<file path="config.mk">
export PLATFORM = sky130hd
export DESIGN_NAME = sddac_interp_flat
export DESIGN_NICKNAME = d
export VERILOG_FILES = /design/src/rtl/sddac_pkg.sv /design/src/rtl/sddac_interp_if.sv /design/src/rtl/sddac_sample_buf.sv /design/src/rtl/sddac_interp.sv /design/src/flat_wrapper.sv
export SDC_FILE = /design/constraint.sdc
export NUM_CORES = 1
export LEC_CHECK = 0
export ABC_AREA = 0
export CAP_MARGIN = 20
export CORE_MARGIN = 3
export CORE_UTILIZATION = 32
export DETAILED_ROUTE_END_ITERATION = 12
export MAX_ROUTING_LAYER = met4
export PLACE_DENSITY = 0.56
export SETUP_SLACK_MARGIN = 0.05
export SYNTH_ARGS = -nofsm -noshare
export SYNTH_HDL_FRONTEND = slang
export SYNTH_SLANG_ARGS = --single-unit
</file>
<file path="constraint.sdc">
create_clock -name clk -period 3.8 [get_ports clk]
set_input_delay 0.57 -clock clk [delete_from_list [all_inputs] [get_ports clk]]
set_output_delay 0.57 -clock clk [all_outputs]
set_load 0.02 [all_outputs]
</file>
<file path="src/rtl/sddac_pkg.sv">
// Shared types and constants for the sigma-delta interpolating upsampler.
package sddac_pkg;

  localparam int DEF_DATA_W   = 18;
  localparam int DEF_OSR_LOG2 = 6;
  localparam int DEF_OUT_W    = 48;

  typedef enum logic [1:0] {
    ST_IDLE = 2'd0,
    ST_RUN  = 2'd1,
    ST_HOLD = 2'd2
  } state_e;

  // One guard bit above sample * 2^osr_log2 so a full ramp never overflows.
  function automatic int acc_width(input int data_w, input int osr_log2);
    return data_w + osr_log2 + 1;
  endfunction

endpackage

</file>
<file path="src/rtl/sddac_interp_if.sv">
// Sample-in / modulator-out bundle of the interpolating upsampler.
interface sddac_interp_if #(
  parameter int DATA_W = 18,
  parameter int OUT_W  = 48
) ();

  logic signed [DATA_W-1:0] sample_in;
  logic                     sample_valid;
  logic                     sample_ready;
  logic                     mod_tick;
  logic signed [OUT_W-1:0]  interp_out;
  logic                     interp_valid;
  logic                     underrun;
  logic                     running;

  modport master (
    output sample_in, sample_valid, mod_tick,
    input  sample_ready, interp_out, interp_valid, underrun, running
  );

  modport slave (
    input  sample_in, sample_valid, mod_tick,
    output sample_ready, interp_out, interp_valid, underrun, running
  );

endinterface

</file>
<file path="src/rtl/sddac_sample_buf.sv">
// One-deep input holding register; ready whenever it is empty.
module sddac_sample_buf
  import sddac_pkg::*;
#(
  parameter int DATA_W = DEF_DATA_W
) (
  input  logic              clk,
  input  logic              reset,
  input  logic [DATA_W-1:0] in_data,
  input  logic              in_valid,
  output logic              in_ready,
  input  logic              pop,
  output logic [DATA_W-1:0] pend_data,
  output logic              pend_valid
);

  logic [DATA_W-1:0] pend_data_q, pend_data_d;
  logic              pend_valid_q, pend_valid_d;

  assign in_ready   = ~pend_valid_q;
  assign pend_data  = pend_data_q;
  assign pend_valid = pend_valid_q;

  // A pop only happens while full and a load only while empty, so they never collide.
  always_comb begin
    pend_data_d  = pend_data_q;
    pend_valid_d = pend_valid_q;
    if (pop) begin
      pend_valid_d = 1'b0;
    end
    if (in_valid && in_ready) begin
      pend_data_d  = in_data;
      pend_valid_d = 1'b1;
    end
  end

  always_ff @(posedge clk or negedge reset) begin
    if (!reset) begin
      pend_data_q  <= '0;
      pend_valid_q <= 1'b0;
    end else begin
      pend_data_q  <= pend_data_d;
      pend_valid_q <= pend_valid_d;
    end
  end

endmodule

</file>
<file path="src/rtl/sddac_interp.sv">
// Linear-interpolating upsampler: ramps prev -> cur over 2^OSR_LOG2 modulator
// ticks and presents the accumulator sign-extended to the adder operand width.
module sddac_interp
  import sddac_pkg::*;
#(
  parameter int DATA_W   = DEF_DATA_W,
  parameter int OSR_LOG2 = DEF_OSR_LOG2,
  parameter int OUT_W    = DEF_OUT_W
) (
  input  logic           clk,
  input  logic           reset,
  sddac_interp_if.slave  bus
);

  localparam int ACC_W = acc_width(DATA_W, OSR_LOG2);

  logic                     pop;
  logic                     pend_valid;
  logic        [DATA_W-1:0] pend_raw;
  logic signed [DATA_W-1:0] pend_data;

  state_e                   state_q, state_d;
  logic signed [DATA_W-1:0] prev_q, prev_d;
  logic signed [DATA_W-1:0] cur_q, cur_d;
  logic signed [DATA_W:0]   delta_q, delta_d;
  logic signed [ACC_W-1:0]  acc_q, acc_d;
  logic [OSR_LOG2-1:0]      phase_q, phase_d;
  logic signed [OUT_W-1:0]  interp_out_q, interp_out_d;
  logic                     interp_valid_q, interp_valid_d;
  logic                     underrun_q, underrun_d;
  logic                     running_q, running_d;

  sddac_sample_buf #(.DATA_W(DATA_W)) u_buf (
    .clk        (clk),
    .reset      (reset),
    .in_data    (bus.sample_in),
    .in_valid   (bus.sample_valid),
    .in_ready   (bus.sample_ready),
    .pop        (pop),
    .pend_data  (pend_raw),
    .pend_valid (pend_valid)
  );

  assign pend_data        = pend_raw;
  assign bus.interp_out   = interp_out_q;
  assign bus.interp_valid = interp_valid_q;
  assign bus.underrun     = underrun_q;
  assign bus.running      = running_q;

  always_comb begin
    state_d        = state_q;
    prev_d         = prev_q;
    cur_d          = cur_q;
    acc_d          = acc_q;
    phase_d        = phase_q;
    interp_out_d   = interp_out_q;
    interp_valid_d = 1'b0;
    underrun_d     = 1'b0;
    pop            = 1'b0;

    case (state_q)
      ST_IDLE: begin
        if (bus.mod_tick) begin
          interp_out_d   = '0;
          interp_valid_d = 1'b1;
        end
        if (pend_valid) begin
          prev_d  = '0;
          cur_d   = pend_data;
          phase_d = '0;
          pop     = 1'b1;
          state_d = ST_RUN;
        end
      end

      ST_RUN: begin
        if (bus.mod_tick) begin
          acc_d          = acc_q + ACC_W'(delta_q);
          phase_d        = phase_q + OSR_LOG2'(1);
          interp_out_d   = OUT_W'(acc_d);
          interp_valid_d = 1'b1;
          if (phase_q == '1) begin
            // acc has landed exactly on cur << OSR_LOG2; chain or hold there.
            prev_d = cur_q;
            if (pend_valid) begin
              cur_d = pend_data;
              pop   = 1'b1;
            end else begin
              state_d    = ST_HOLD;
              underrun_d = 1'b1;
            end
          end
        end
      end

      ST_HOLD: begin
        if (bus.mod_tick) begin
          interp_out_d   = OUT_W'(acc_q);
          interp_valid_d = 1'b1;
        end
        if (pend_valid) begin
          prev_d  = cur_q;
          cur_d   = pend_data;
          phase_d = '0;
          pop     = 1'b1;
          state_d = ST_RUN;
        end
      end

      default: state_d = ST_IDLE;
    endcase

    // With prev pulled up to cur on entering HOLD, delta reads zero there.
    delta_d   = (DATA_W+1)'(cur_d) - (DATA_W+1)'(prev_d);
    running_d = (state_d == ST_RUN);
  end

  always_ff @(posedge clk or negedge reset) begin
    if (!reset) begin
      state_q        <= ST_IDLE;
      prev_q         <= '0;
      cur_q          <= '0;
      delta_q        <= '0;
      acc_q          <= '0;
      phase_q        <= '0;
      interp_out_q   <= '0;
      interp_valid_q <= 1'b0;
      underrun_q     <= 1'b0;
      running_q      <= 1'b0;
    end else begin
      state_q        <= state_d;
      prev_q         <= prev_d;
      cur_q          <= cur_d;
      delta_q        <= delta_d;
      acc_q          <= acc_d;
      phase_q        <= phase_d;
      interp_out_q   <= interp_out_d;
      interp_valid_q <= interp_valid_d;
      underrun_q     <= underrun_d;
      running_q      <= running_d;
    end
  end

endmodule

</file>
<file path="src/flat_wrapper.sv">
// flat-port wrapper written by rule: the top's interface ports become plain ports
module sddac_interp_flat import sddac_pkg::*;
#(
  parameter int DATA_W   = DEF_DATA_W,
  parameter int OSR_LOG2 = DEF_OSR_LOG2,
  parameter int OUT_W    = DEF_OUT_W
)
  (clk, reset, bus_sample_in, bus_sample_valid, bus_mod_tick, bus_sample_ready, bus_interp_out, bus_interp_valid, bus_underrun, bus_running);
  sddac_interp_if #(.DATA_W(DATA_W), .OUT_W(OUT_W)) bus_i ();
  input  logic clk;
  input  logic reset;
  input wire logic [$bits(bus_i.sample_in)-1:0] bus_sample_in;
  input wire logic [$bits(bus_i.sample_valid)-1:0] bus_sample_valid;
  input wire logic [$bits(bus_i.mod_tick)-1:0] bus_mod_tick;
  output wire logic [$bits(bus_i.sample_ready)-1:0] bus_sample_ready;
  output wire logic [$bits(bus_i.interp_out)-1:0] bus_interp_out;
  output wire logic [$bits(bus_i.interp_valid)-1:0] bus_interp_valid;
  output wire logic [$bits(bus_i.underrun)-1:0] bus_underrun;
  output wire logic [$bits(bus_i.running)-1:0] bus_running;
  assign bus_i.sample_in = bus_sample_in;
  assign bus_i.sample_valid = bus_sample_valid;
  assign bus_i.mod_tick = bus_mod_tick;
  assign bus_sample_ready = bus_i.sample_ready;
  assign bus_interp_out = bus_i.interp_out;
  assign bus_interp_valid = bus_i.interp_valid;
  assign bus_underrun = bus_i.underrun;
  assign bus_running = bus_i.running;
  sddac_interp #(.DATA_W(DATA_W), .OSR_LOG2(OSR_LOG2), .OUT_W(OUT_W)) u_core (.clk(clk), .reset(reset), .bus(bus_i));
endmodule
</file>
==> results of run 1 <==
worst max-delay path, stage by stage, from the launching register on:
cell and delay (ns):
dfrtp_1 0.41, ha_4 0.16, and3_1 0.17, nand4_1 0.17
or2_4 0.33, a211oi_4 0.36, buf_6 0.17, a22o_1 0.15
ha_1 0.25, o21a_1 0.19, o21a_1 0.17, o21a_1 0.20
o21a_1 0.13, a21o_1 0.21, nand2_1 0.10, a31oi_2 0.09
xor2_1 0.16
timing repair:
| action | 4_1_cts | 5_1_grt |
|---|---|---|
| resized for setup | 2 | 23 |
| pin swaps | 1 | 9 |
| buffers inserted | 0 | 4 |
| endpoints found under the setup margin | 4 | 9 |
worst max path at each step:
stage | startpoint | slack (ns) | cells after the start | endpoint
after floorplan | u_core.state_q[0] | 0.08 | 18 | u_core.delta_q[18]
after global placement | bus_mod_tick | -0.23 | 15 | u_core.delta_q[18]
after detailed placement | bus_mod_tick | -0.32 | 15 | u_core.delta_q[16]
after CTS | u_core.phase_q[0] | 0.05 | 16 | u_core.delta_q[16]
after global routing | u_core.phase_q[0] | 0.04 | 16 | u_core.delta_q[11]
final | u_core.phase_q[0] | 0.22 | 16 | u_core.delta_q[17]
cell usage in the layout (no fill, tap or decap), types with 17 or more instances in the layout:
master | Yosys | final
a21o_1 | 17 | 17
a21oi_1 | 23 | 21
a22o_1 | 21 | 20
a22oi_1 | 37 | 33
buf_4 | 25 | 54
clkbuf_16 | 0 | 17
clkdlybuf4s50_1 | 0 | 72
dfrtp_1 | 135 | 135
ha_1 | 47 | 42
inv_1 | 32 | 32
mux2_2 | 24 | 24
nand2_1 | 60 | 60
nor2_1 | 34 | 33
o21ai_0 | 77 | 75
xnor2_1 | 26 | 26
logic make-up after synthesis:
family,share of synthesized area
buf+inv,0.0567
fa+ha+maj,0.0868
simple gates,0.0964
xor+xnor,0.0446
flops,0.467
mux,0.0415
compound gates,0.207
stage by stage:
step	utilization	hold WS, ns	cell area (um2)
3_3_place_gp	0.383	0.460	8440
2_1_floorplan	-	0.274	7240
3_5_place_dp	0.383	0.472	8440
4_1_cts	0.409	0.264	9020
6_report	0.416	0.227	9170
5_1_grt	0.416	0.302	9170
registers in the layout, indices dropped and copies added (netlist names):
register,count
u_core.acc_q,25
u_core.bus.interp_out,25
u_core.delta_q,19
u_core.cur_q,18
u_core.prev_q,18
u_core.u_buf.pend_data,18
u_core.phase_q,6
u_core.state_q,2
u_core.bus.interp_valid,1
u_core.bus.running,1
u_core.bus.underrun,1
u_core.u_buf.pend_valid,1
final cells by class:
| cell class | count | area, um2 | share of cell area |
|---|---|---|---|
| clock buffer | 21 | 470 | 0.0513 |
| timing repair buffer | 130 | 1180 | 0.129 |
| inverter | 32 | 120 | 0.0131 |
| clock inverter | 11 | 97.6 | 0.0106 |
| tap | 280 | 350 | 0.0382 |
| sequential | 135 | 3380 | 0.369 |
| multi-input combinational | 479 | 3570 | 0.389 |
power breakdown:
part | total, W | switching (W) | internal, W
sequential | 0.00210 | 0.000241 | 0.00186
combinational | 0.00363 | 0.00168 | 0.00195
clock | 0.00159 | 0.000640 | 0.000951
total | 0.00732 | 0.00256 | 0.00476
metal layers:
| metal | wire length [um] | global-route usage |
|---|---|---|
| met4 | 207 | 0.0375 |
| met5 | 0 | - |
| met1 | 8350 | 0.198 |
| met3 | 595 | 0.0274 |
| met2 | 6530 | 0.187 |
==> impl_results.md, run 1 <==
- WL per Instance: 14.4 um
- TritonCTS Buffers: 17
- Chip Height: 156 um
- Synth top area share: 0.467
- RD Place Congestion: 0.763
- H-tree depth: 4
- Fin. max-slew vios: 0
- 1st-iter DRT viols: 305
- ANT cells: 0
- Post-synth EDFFs: 0
- Antenna-violating nets left: 0
- Worst Slack Setup Final: 0.225 ns
- Peak VDD IR: 0.378 mV
- Initial antenna violation count: 0
- Req. time, crit path: 4.09 ns
- Final critical-path required period: 3.58 ns
- Crit path arrival time: 3.87 ns
- Vias in the first global route: 5132
- P_leak: 4.37 nW
- # DRC: 0
- Most common cell in the netlist: dfrtp_1
- R2R setup slack: 0.22 ns
- All-Layer GR Usage: 0.135
- Outcome: finished, final reports clean
- Largest net degree at the start of global routing: 89
- IO Pins: 74
- # rows: 54
- Synth area leaders: dfrtp_1 47%, ha_1 8.1%, o21ai_0 5.3%
- Net Count, Synth: 768
- Synth Instances: 697
- Achievable Freq: 0.280 GHz
- Crit path max fanout: 5
- Overall Power: 0.00732 W
- Post-DP HPWL: 11100 um
- Area Overhead vs Synth: 26.7%
- Pre-antenna DRT Iters: 4
- Pwr Density: 799 nW/um2
- CTS tree: yes
- Worst Tran Pin Value: 0.930 ns
- Sequential share of the synthesized area: 0.467
- CTS root buffer: clkbuf_16
- DIE AREA: 24400 um2
- Total Routed Length: 15700 um
- Final Net Count: 866
- Core Region: 22000 um2
- Pre-CTS worst setup slack: -0.320 ns
- Setup Crit Path Kind: register to register
- RSZ-0062 raised after global routing: true
- Horiz. Die Dim: 156 um
- Vias per cell: 4.86
- Crit. End Element: register
- Hold-fix buffers, CTS: 0
- Yosys warnings: 0
- Tcrit/Tclk final: 0.941
- Global-route wire length before repair: 26200 um
- R2R Path Start: u_core.phase_q[0]
- Worst skew pair latency: 0.42 ns
- Post-Syn Area: 7230 um2
- Max_slew headroom: 0.378
- Clk sink count: 135
- # setup viols final: 0
- Synth Area per Inst: 10.4 um2
- Fin Setup TNS: 0 ns
- Number of max-cap violations: 0
- Routed vias: 5283
- Reg-to-Reg End: u_core.delta_q[17]
- Post-Layout Cell Count: 1088
- Worst-path clk slew: 0.06 ns
- CP Launch Type: register
- Initial Utilization: 0.328
- #FFs+latches synth: 135
- Clock skew: 0.00943 ns
- Top cells by count, synth: 135 x dfrtp_1, 77 x o21ai_0, 60 x nand2_1
- Ratio of cells with drive above 1 in the final layout: 0.182
- Fillers: 2116
- GRT overflow: 0
- Yosys cell types: 60
- Post-synth top flop: dfrtp_1
- Dpl cells: 1052
- Worst R2R Path Depth: 16
- Top cell type by total area after synthesis: dfrtp_1
- Hold Vio Cnt, Final: 0
- Port Buffers: 73
- HP Class: primary input to asynchronous set/reset pin
- Max clock buf depth: 2
- FFs w/ async S/R, synth: 1.00
Note: power is estimated with default switching activity, not from simulation.
==> inputs of run 2 (changes only) <==
--- a/config.mk
+++ b/config.mk
@@ -7,6 +7,7 @@
 export LEC_CHECK = 0
 export ABC_AREA = 0
 export CAP_MARGIN = 20
+export CORE_ASPECT_RATIO = 1.25
 export CORE_MARGIN = 3
 export CORE_UTILIZATION = 32
 export DETAILED_ROUTE_END_ITERATION = 12
==> run 2 against run 1 <==
Hold slack got worse by 0.021 ns. Sequential share of layout area shrank 0.13 points. Critical path depth is 1 lower. Critical path type unchanged. Fmax fell by 2.1%. Sequential cell count is the same. First-iteration DRC count fell by 24%. Non-clock buffer count did not move. Routed wire length down 0.38%. Setup slack got worse by 0.075 ns. Clock skew down 0.0019 ns. Die area about the same. Via count decreased by 0.95%.
==> impl_results.md, run 2 (synthesis results as in run 1) <==
- Outcome: finished, final reports clean
- CTS tree: yes
- HP Class: primary input to asynchronous set/reset pin
- Vias in the first global route: 5390 (+5.0%)
- # setup viols final: 0 (unchanged)
- Largest net degree at the start of global routing: 94 (+5.6%)
- Worst Tran Pin Value: 0.926 ns (-0.00471 ns)
- P_leak: 4.39 nW (+0.54%)
- Antenna-violating nets left: 0 (unchanged)
- CP Launch Type: register
- Max clock buf depth: 2 (unchanged)
- Worst Slack Setup Final: 0.149 ns (-0.0750 ns)
- Achievable Freq: 0.274 GHz (-2.1%)
- Hold Vio Cnt, Final: 0 (unchanged)
- CP most frequent cell: or2_4
- Worst path max stage delay: 0.43 ns (+0.02 ns)
- Tcrit/Tclk final: 0.961 (+0.0197)
- Req. time, crit path: 4.09 ns (about the same)
- Most frequent cells in the layout: 135 x dfrtp_1, 75 x o21ai_0, 72 x clkdlybuf4s50_1
- Cell Chain, Critical Path: ha_2 -> and3_4 -> nand4_1 -> or2_4 -> a211oi_4 -> buf_4 -> buf_12 -> a22o_4 -> ha_4 -> a2111o_1 -> or2_4 -> a31oi_4 -> o211a_1 -> mux2i_1 -> nand3_1
- Final critical-path required period: 3.65 ns (+0.0750 ns)
- 1st-iter DRT viols: 231 (-24%)
- Commonest non-fill, non-tap cell in the layout: dfrtp_1
- Crit path max-delay family: compound AO/OA/AOI/OAI gates
- Peak VDD IR: 0.422 mV (+12%)
- Slowest cell on crit path: a2111o_1
- ANT cells: 0 (unchanged)
- Dpl cells: 1049 (-0.29%)
- Pre-antenna DRT Iters: 4 (unchanged)
- DIE AREA: 24500 um2 (about the same)
- RSZ-0062 raised after global routing: true
- H-tree depth: 4 (unchanged)
- Ratio of cells with drive above 1 in the final layout: 0.178 (-0.00371)
- Area Overhead vs Synth: 27.2%
- All-Layer GR Usage: 0.138 (+0.00316)
- Setup Crit Path Kind: register to register
- Number of max-cap violations: 0 (unchanged)
- Global-route wire length before repair: 26800 um (+2.5%)
- Clk sink count: 135 (unchanged)
- Max_slew headroom: 0.381 (+0.00315)
- Initial antenna violation count: 0 (unchanged)
- Total Routed Length: 15600 um (-0.38%)
- WL per Instance: 14.4 um (-0.29%)
- Final Net Count: 866 (unchanged)
- # rows: 60 (+11%)
- TritonCTS Buffers: 17 (unchanged)
- Hold-fix buffers, CTS: 0 (unchanged)
- Cell area after layout: 9200 um2 (+0.34%)
- Critical path buffer and inverter count: 2 (+1)
- Post-Layout Cell Count: 1087 (-0.092%)
- Chip Height: 174 um (+11%)
- Post-DP HPWL: 11200 um (+0.75%)
- Crit path max fanout: 5 (unchanged)
- Worst skew pair latency: 0.42 ns (about the same)
- Pre-CTS worst setup slack: -0.319 ns (+0.000302 ns)
- Clock skew: 0.00748 ns (-0.00194 ns)
- Fin Setup TNS: 0 ns (unchanged)
- # DRC: 0 (unchanged)
- Crit path arrival time: 3.94 ns (+0.07 ns)
- Crit. End Element: register
- Port Buffers: 73 (unchanged)
- Pwr Density: 797 nW/um2 (-0.23%)
- RD Place Congestion: 0.804 (+5.3%)
- Core Region: 21800 um2 (-0.82%)
- Fin. max-slew vios: 0 (unchanged)
- CTS root buffer: clkbuf_16
- Initial Utilization: 0.331 (+0.00271)
- Horiz. Die Dim: 140 um (-10%)
- GRT overflow: 0 (unchanged)
- Worst-path clk slew: 0.06 ns (about the same)
- Routed vias: 5233 (-0.95%)
- Vias per cell: 4.81 (-0.86%)
- Area post-placement: 8410 um2 (-0.34%)
- IO Pins: 74 (unchanged)
[run 2: timing repair]
| item | 4_1_cts | 5_1_grt |
|---|---|---|
| pin swaps | 1 | 17 |
| cloned | 0 | 0 |
| gates resized for setup | 5 | 23 |
| setup buffers | 2 | 4 |
| endpoints found under the setup margin | 4 | 8 |
[run 2: metrics by stage]
stage	hold slack (ns)	total power (W)	utilization
after global routing	0.317	0.00795	0.421
after detailed placement	0.466	0.00561	0.385
final	0.206	0.00733	0.421
after CTS	0.257	0.00735	0.415
after global placement	0.463	0.00555	0.385
after floorplan	0.274	0.00457	-
[run 2: worst paths after layout]
kind	startpoint	to	slack [ns]	cells past startpoint
max in group asynchronous	reset	u_core.acc_q[16]	2.73	2
min in group clk	u_core.bus.interp_out[4]	u_core.bus.interp_out[4]	0.47	2
max reg2reg	u_core.phase_q[0]	u_core.delta_q[16]	0.15	15
max	u_core.phase_q[0]	u_core.delta_q[16]	0.15	15
min	reset	u_core.u_buf.pend_data[3]	0.21	1
min reg2reg	u_core.bus.interp_out[4]	u_core.bus.interp_out[4]	0.47	2
[run 2: area by class of cell]
cell class	count	area, um2
fillers	2067	12600
multi-input cells	479	3550
flip-flops and latches	135	3380
repair buffers	130	1190
clock buffers	21	460
well taps	279	349
clock inverters	11	149
inverters	32	120
[run 2: power breakdown]
group          switching (W)  internal (W)
logic                0.00162       0.00192
clock network       0.000633       0.00107
registers           0.000232       0.00186
total                0.00249       0.00484
[run 2: metal layers]
layer  GRT usage  routed length, um  up-vias
met1       0.179               7570     2467
met3      0.0286                493       12
met5           -                  0        -
met4      0.0473                212        0
met2       0.215               7350       78
li1            -                  -     2676
==> inputs of run 3 (changes only) <==
--- a/config.mk
+++ b/config.mk
@@ -11,9 +11,9 @@
 export CORE_MARGIN = 3
 export CORE_UTILIZATION = 32
 export DETAILED_ROUTE_END_ITERATION = 12
-export MAX_ROUTING_LAYER = met4
 export PLACE_DENSITY = 0.56
 export SETUP_SLACK_MARGIN = 0.05
+export SLEW_MARGIN = 30
 export SYNTH_ARGS = -nofsm -noshare
 export SYNTH_HDL_FRONTEND = slang
 export SYNTH_SLANG_ARGS = --single-unit
==> run 3 against run 2 <==
First-iteration DRC count up 19%. Critical path depth unchanged. Routed wire length about the same. Register-to-register slack about the same. Clock skew up 0.0080 ns. Critical path type unchanged. Largest cell class unchanged. Cell area about the same. Combinational power about the same.
==> impl_results.md, run 3 (synthesis results as in run 1) <==
- Worst path max stage delay: 0.43 ns (about the same)
- All-Layer GR Usage: 0.133 (-0.00444)
- Peak VDD IR: 0.423 mV (+0.19%)
- Req. time, crit path: 4.09 ns (about the same)
- RSZ-0062 raised after global routing: true
- Commonest non-fill, non-tap cell in the layout: dfrtp_1
- Core Region: 21800 um2 (unchanged)
- Final critical-path required period: 3.66 ns (+0.00859 ns)
- Outcome: finished, final reports clean
- Total Routed Length: 15600 um (about the same)
- Antenna-violating nets left: 0 (unchanged)
- Area Overhead vs Synth: 27.2% (about the same)
- Worst Tran Pin Value: 0.929 ns (+0.00384 ns)
- Pre-antenna DRT Iters: 5 (+1)
- ANT cells: 0 (unchanged)
- CP Launch Type: register
- Port Buffers: 73 (unchanged)
- Number of max-cap violations: 0 (unchanged)
- 1st-iter DRT viols: 276 (+19%)
- CP most frequent cell: or2_4
- Largest net degree at the start of global routing: 94 (unchanged)
- Max_slew headroom: 0.379 (-0.00256)
- Fillers: 2068 (+0.048%)
- Crit path arrival time: 3.95 ns (about the same)
- Clock skew: 0.0154 ns (+0.00795 ns)
- GRT overflow: 0 (unchanged)
- Final Util: 0.421 (about the same)
- Worst Slack Setup Final: 0.141 ns (-0.00859 ns)
- DIE AREA: 24500 um2 (unchanged)
- Vias per cell: 4.84 (+0.52%)
- WL per Instance: 14.4 um (about the same)
- RD Place Congestion: 0.792 (-1.5%)
- Max clock buf depth: 2 (unchanged)
- Ratio of cells with drive above 1 in the final layout: 0.178 (unchanged)
- Cell area after layout: 9200 um2 (about the same)
- Slowest cell on crit path: a2111o_1
- Routed vias: 5260 (+0.52%)
- Pwr Density: 797 nW/um2 (about the same)
- Fin. max-slew vios: 0 (unchanged)
- Chip Height: 174 um (unchanged)
- Horiz. Die Dim: 140 um (unchanged)
- Area post-placement: 8410 um2 (unchanged)
- Cell Chain, Critical Path: ha_2 -> and3_4 -> nand4_1 -> or2_4 -> a211oi_4 -> buf_4 -> buf_12 -> a22o_4 -> ha_4 -> a2111o_1 -> or2_4 -> a31oi_4 -> o211a_1 -> mux2i_1 -> nand3_1
- Vias in the first global route: 5392 (+0.037%)
- Achievable Freq: 0.273 GHz (-0.23%)
- Initial Utilization: 0.331 (unchanged)
- Global-route wire length before repair: 26800 um (-0.10%)
- # setup viols final: 0 (unchanged)
- TritonCTS Buffers: 17 (unchanged)
- # DRC: 0 (unchanged)
- Initial antenna violation count: 0 (unchanged)
- Multi-input gate area: 3550 um2 (unchanged)
- HP Class: primary input to asynchronous set/reset pin
- Setup Crit Path Kind: register to register
- Final Net Count: 866 (unchanged)
- Worst skew pair latency: 0.42 ns (about the same)
- Worst-path clk slew: 0.06 ns (about the same)
- Tcrit/Tclk final: 0.963 (+0.00226)
- CTS root buffer: clkbuf_16
- Clk sink count: 135 (unchanged)
- H-tree depth: 4 (unchanged)
- Hold Vio Cnt, Final: 0 (unchanged)
- Most frequent cells in the layout: 135 x dfrtp_1, 75 x o21ai_0, 72 x clkdlybuf4s50_1
- IO Pins: 74 (unchanged)
- # rows: 60 (unchanged)
- Crit. End Element: register
- Pre-CTS worst setup slack: -0.319 ns (unchanged)
- Hold-fix buffers, CTS: 0 (unchanged)
- Post-DP HPWL: 11200 um (unchanged)
- P_leak: 4.39 nW (about the same)
- CTS tree: yes
- Crit path max fanout: 5 (unchanged)
- FF/Latch Area: 3380 um2 (unchanged)
run 3: routing by layer:
metal,GRT usage,part of all wire
met3,0.0272,0.038
met4,0.0485,0.015
met1,0.177,0.48
met2,0.215,0.47
met5,0,0
run 3: area by class of cell:
class / instances / share of cell area
Multi-Input combinational cell: 479 / 0.386
Sequential cell: 135 / 0.367
Timing Repair Buffer: 130 / 0.130
Clock buffer: 21 / 0.0500
Tap cell: 279 / 0.0379
Clock inverter: 11 / 0.0162
Inverter: 32 / 0.0131
run 3: worst max-delay path, delay by kind of cell (launching register included):
family	cells	cell delay [ns]
buffers and inverters	2	0.29
adders and majority gates	2	0.39
DFF	1	0.38
AOI/OAI and AO/OA	5	1.25
muxes	1	0.19
and+or+nand+nor	5	1.04
run 3: final timing paths:
path	from	endpoint	slack, ns	depth (start not counted)
worst max register to register	u_core.phase_q[0]	u_core.delta_q[16]	0.14	15
max in group asynchronous	reset	u_core.acc_q[16]	2.78	2
worst max-delay path	u_core.phase_q[0]	u_core.delta_q[16]	0.14	15
worst min-delay path	reset	u_core.u_buf.pend_data[3]	0.18	1
min in group clk	u_core.bus.interp_out[4]	u_core.bus.interp_out[4]	0.47	2
worst min register to register	u_core.bus.interp_out[4]	u_core.bus.interp_out[4]	0.47	2
run 3: power breakdown:
part,switching (W),internal (W),total [W]
Clock,0.000631,0.00107,0.00170
Sequential,0.000232,0.00186,0.00209
Combinational,0.00163,0.00192,0.00354
Total,0.00249,0.00484,0.00733
run 3: stage by stage:
step                      cells  hold slack [ns]  setup TNS (ns)  power [W]
after floorplan             697            0.274               0    0.00457
after detailed placement   1049            0.466           -1.67    0.00561
after global routing       1087            0.291         -0.0841    0.00794
after CTS                  1083            0.257               0    0.00735
after global placement     1049            0.463           -1.69    0.00555
final                      1087            0.184               0    0.00733
run 3: timing repair:
item,CTS,global route
resized for setup,5,23
setup buffers,2,4
setup endpoints to repair,4,8
pin swaps,1,17
cloned,0,0
==> RTL change 1, RTL diff (flow settings as in run 1) <==
Re-encode `state_e` (3 states) as one-hot, 3 bits wide.
--- a/src/rtl/sddac_pkg.sv
+++ b/src/rtl/sddac_pkg.sv
@@ -5,10 +5,10 @@
   localparam int DEF_OSR_LOG2 = 6;
   localparam int DEF_OUT_W    = 48;
 
-  typedef enum logic [1:0] {
-    ST_IDLE = 2'd0,
-    ST_RUN  = 2'd1,
-    ST_HOLD = 2'd2
+  typedef enum logic [2:0] {
+    ST_IDLE = 3'b001,
+    ST_RUN  = 3'b010,
+    ST_HOLD = 3'b100
   } state_e;
 
   // One guard bit above sample * 2^osr_log2 so a full ramp never overflows.
Check against the original RTL: same outputs for any inputs over 4 cycles, from zero or initial values and one cycle with reset low; so few cycles prove little.
==> RTL change 1 against run 1 <==
  * Power down 9.6%
  * Final area up 3.4%
  * Sequential cell count up 1
  * Fmax up 1.4%
  * Area after synthesis up 3.9%
  * Worst setup slack better by 0.051 ns
  * Worst hold slack worse by 0.067 ns
  * Wire length up 11%
  * Highest routed layer unchanged
==> RTL change 1: results (changes against run 1) <==
Global routing
  – Total Routing Usage GR: 0.144 (was 0.135)
  – Grt met3 use: 0.0294 (was 0.0274)
  – Global-route wire length before repair: 29.2 mm (was 26.2 mm)

Finish
  – Buffer share of cell area: 0.127 (was 0.129)
  – Register Area: 0.00340 mm^2 (was 0.00338 mm^2)
  – Count of multi-input gates: 535 (was 479)
  – Fill count: 2235 (was 2116)
  – Clk tree area frac: 0.0665 (was 0.0620)
  – Multi-input logic area: 0.00373 mm^2 (was 0.00357 mm^2)
  – Area Growth Syn to Fin: 26.1% (was 26.7%)
  – Proportion of layout cells with a drive suffix above 1: 0.171 (was 0.182)

Place
  – Detail Placement HPWL: 12.9 mm (was 11.1 mm)
  – Place WS: -0.194 ns (was -0.320 ns)

Worst setup path
  – Top delay family on crit path: simple AND/OR/NAND/NOR gates (was compound AO/OA/AOI/OAI gates)
  – R2R Path End: u_core.delta_q[15] (was u_core.delta_q[17])
  – Worst-path fanout max: 9 (was 5)
  – Crit path max-delay cell type: or4_1 (was dfrtp_1)

Detailed routing
  – Via count: 5840 (was 5283)
  – Met2 routed wirelength: 7.70 mm (was 6.53 mm)
  – Met3 WL: 677 um (was 595 um)
  – Met1 wire length: 8.75 mm (was 8.35 mm)
  – Detailed router's first-iteration violation count: 288 (was 305)

Logic synthesis
  – XOR/XNOR share of the synthesized area: 0.0408 (was 0.0446)
  – Mux cell area share after synthesis: 0.0639 (was 0.0415)
  – Synth top area cells: dfrtp_1 45%, ha_1 7.2%, mux2_2 6.0%, a21oi_1 3.9%, nand2_1 3.8% (was dfrtp_1 47%, ha_1 8.1%, o21ai_0 5.3%, a22oi_1 3.8%, mux2_2 3.7%)
  – Post-synthesis compound-gate area fraction: 0.194 (was 0.207)
  – Sequential-to-total area share from yosys stat: 0.453 (was 0.467)

Clock network
  – Post-CTS sizing: 0 (was 2)
  – CTS sink count: 136 (was 135)

Status
  – Outcome: finished, final reports clean (unchanged)

Pwr
  – Maximum vdd drop: 0.337 mV (was 0.378 mV)
RTL change 1: through the flow:
step	hold WS, ns	setup TNS [ns]	utilization	instances
final	0.159	0	0.415	1179
after global routing	0.211	0	0.415	1179
after CTS	0.183	0	0.413	1178
after detailed placement	0.472	-0.693	0.386	1146
after global placement	0.467	-0.343	0.386	1146
after floorplan	0.274	0	-	755
RTL change 1: worst max path at each step:
stage / cells past startpoint / startpoint / to / slack [ns]
6_report: 13 / u_core.phase_q[0] / u_core.delta_q[15] / 0.28
5_1_grt: 15 / u_core.phase_q[0] / u_core.delta_q[16] / 0.05
2_1_floorplan: 14 / u_core.state_q[0] / u_core.delta_q[15] / 0.10
4_1_cts: 14 / u_core.phase_q[0] / u_core.delta_q[15] / 0.12
3_3_place_gp: 14 / bus_mod_tick / u_core.delta_q[15] / -0.12
3_5_place_dp: 14 / bus_mod_tick / u_core.delta_q[15] / -0.19
RTL change 1: power breakdown:
part           switching, uW  internal (uW)
clock                    666           1090
combinational           1440           1270
sequential               297           1840
==> RTL change 2, RTL diff (config.mk and constraints of run 1) <==
Without the edit above. Change the package constant `DEF_OUT_W` from 48 to 24.
--- a/src/rtl/sddac_pkg.sv
+++ b/src/rtl/sddac_pkg.sv
@@ -3,7 +3,7 @@
 
   localparam int DEF_DATA_W   = 18;
   localparam int DEF_OSR_LOG2 = 6;
-  localparam int DEF_OUT_W    = 48;
+  localparam int DEF_OUT_W    = 24;
 
   typedef enum logic [1:0] {
     ST_IDLE = 2'd0,
Interface: changed (resized bus_interp_out); port bits go from 74 to 50. The function was not compared with the original's and may differ.
==> RTL change 2 against run 1 <==
  * Wire length fell by 3.0%
  * Worst setup slack better by 0.098 ns
  * Final area decreased by 4.7%
  * Critical endpoint is now u_core.delta_q[12]
  * Critical path type unchanged
  * Sequential cell count fell by 2
  * Power shrank 8.8%
  * Area after synthesis is 2.1% lower
==> RTL change 2: results (changes against run 1) <==
Clock network
  – Clock latency on the worst-skew pair: just over 0.4 ns
  – CTS buffer count: 17 (unchanged)
  – Clk buf depth: 2 (unchanged)

Logic synthesis
  – Mux cell area share after synthesis: 0.0440 (was 0.0415)
  – Mapped Cells: 687 (was 697)
  – Synth Area in Adders: 0.0869 (was 0.0868)
  – Yosys cell types: 61 (was 60)
  – XOR/XNOR share of the synthesized area: 0.0431 (was 0.0446)
  – Post-synthesis compound-gate area fraction: 0.219 (was 0.207)
  – Async S/R FF share, synth: 1.00 (unchanged)
  – Synth top area cells: dfrtp_1 47%, ha_1 8.1%, o21ai_0 4.5%, mux2_2 4.0%, a22oi_1 3.8% (was dfrtp_1 47%, ha_1 8.1%, o21ai_0 5.3%, a22oi_1 3.8%, mux2_2 3.7%)
  – Synth top cells by count: 133 x dfrtp_1, 63 x o21ai_0, 57 x nand2_1 (was 135 x dfrtp_1, 77 x o21ai_0, 60 x nand2_1)
  – Sequential-to-total area share from yosys stat: 0.470 (was 0.467)
  – Synth Net Count: 757 (was 768)

Place
  – Post-placement cell area: 0.00806 mm^2 (was 0.00844 mm^2)
  – GP Congestion: 0.794 (was 0.763)
  – # port buffers: 49 (was 73)
  – Place WS: -0.116 ns (was -0.320 ns)
  – Placed Cells: 1017 (was 1052)
  – Detail Placement HPWL: 11.1 mm (about the same)

Pwr
  – Logic pwr share: 0.418 (was 0.496)
  – Switching power: 2250 uW (was 2560 uW)
  – Total Power: 6680 uW (was 7320 uW)
  – LEAKAGE: 0.00412 uW (was 0.00437 uW)
  – Maximum vdd drop: 0.337 mV (was 0.378 mV)

Finish
  – Finished Layout Cells: 1051 (was 1088)
  – NumNets Final: 833 (was 866)
  – Proportion of layout cells with a drive suffix above 1: 0.151 (was 0.182)

Worst setup path
  – WP data arrival: 3.78 ns (was 3.87 ns)
  – R2R Path End: u_core.delta_q[12] (was u_core.delta_q[17])
  – R2R setup slack: 0.32 ns (was 0.22 ns)
  – Worst-path fanout max: 6 (was 5)

Timing
  – Slew @ Worst Pin: 0.874 ns (was 0.930 ns)
  – Max Clock Skew: 0.00552 ns (was 0.00943 ns)
  – Tmin final: 3.48 ns (was 3.58 ns)

Status
  – Outcome: finished, final reports clean (unchanged)

Detailed routing
  – Routed wire length: 15.2 mm (was 15.7 mm)
  – Via count: 5168 (was 5283)
  – Detailed router's first-iteration violation count: 316 (was 305)

Global routing
  – Total Routing Usage GR: 0.139 (was 0.135)
  – Largest net degree at the start of global routing: 79 (was 89)
  – Global-route wire length before repair: 26.5 mm (was 26.2 mm)
==> RTL change 2: cell type report <==
cell class,instances,area (um^2)
inverter,38,143
clock inverter,10,169
tap,275,344
clock buffer,22,474
multi-input combinational,486,3500
fill,2103,12600
timing repair buffer,87,777
sequential,133,3330
==> RTL change 2: routing by layer <==
| metal | up-vias | GRT usage | wire [um] |
|---|---|---|---|
| met1 | 2447 | 0.197 | 8050 |
| met4 | 0 | 0.0429 | 172 |
| li1 | 2646 | - | - |
| met3 | 11 | 0.0252 | 379 |
| met5 | - | - | 0 |
| met2 | 64 | 0.203 | 6620 |
==> RTL change 2: stage by stage <==
step | util | hold slack, ns
floorplan | - | 0.274
global route | 0.409 | 0.238
finish | 0.409 | 0.180
CTS | 0.407 | 0.201
detailed placement | 0.377 | 0.470
global placement | 0.377 | 0.466
==> RTL change 2: how the worst min path moves through the flow <==
stage,endpoint,slack [ns],depth (start not counted)
4_1_cts,u_core.phase_q[5],0.20,1
3_3_place_gp,u_core.bus.interp_out[2],0.47,2
2_1_floorplan,u_core.acc_q[0],0.27,0
3_5_place_dp,u_core.bus.interp_out[2],0.47,2
6_report,u_core.phase_q[2],0.18,1
5_1_grt,u_core.phase_q[2],0.24,1
==> RTL change 2: worst max-delay path, stage by stage, from the launching register on <==
cell and delay [ns]:
dfrtp_1 0.39, ha_2 0.20, and3_1 0.19, nand4_2 0.11, buf_4 0.17, a211o_4 0.36, a22o_1 0.25, ha_1 0.21
fa_1 0.39, nor2b_1 0.12, o21ai_0 0.10, a21oi_1 0.22, buf_4 0.16, o21ai_0 0.11, o21bai_1 0.17, a21oi_1 0.09
xnor2_1 0.12
==> RTL change 2: repair_timing <==
action | 4_1_cts | 5_1_grt
endpoints found under the setup margin | 0 | 6
buffers inserted | 0 | 2
resized for setup | 0 | 11
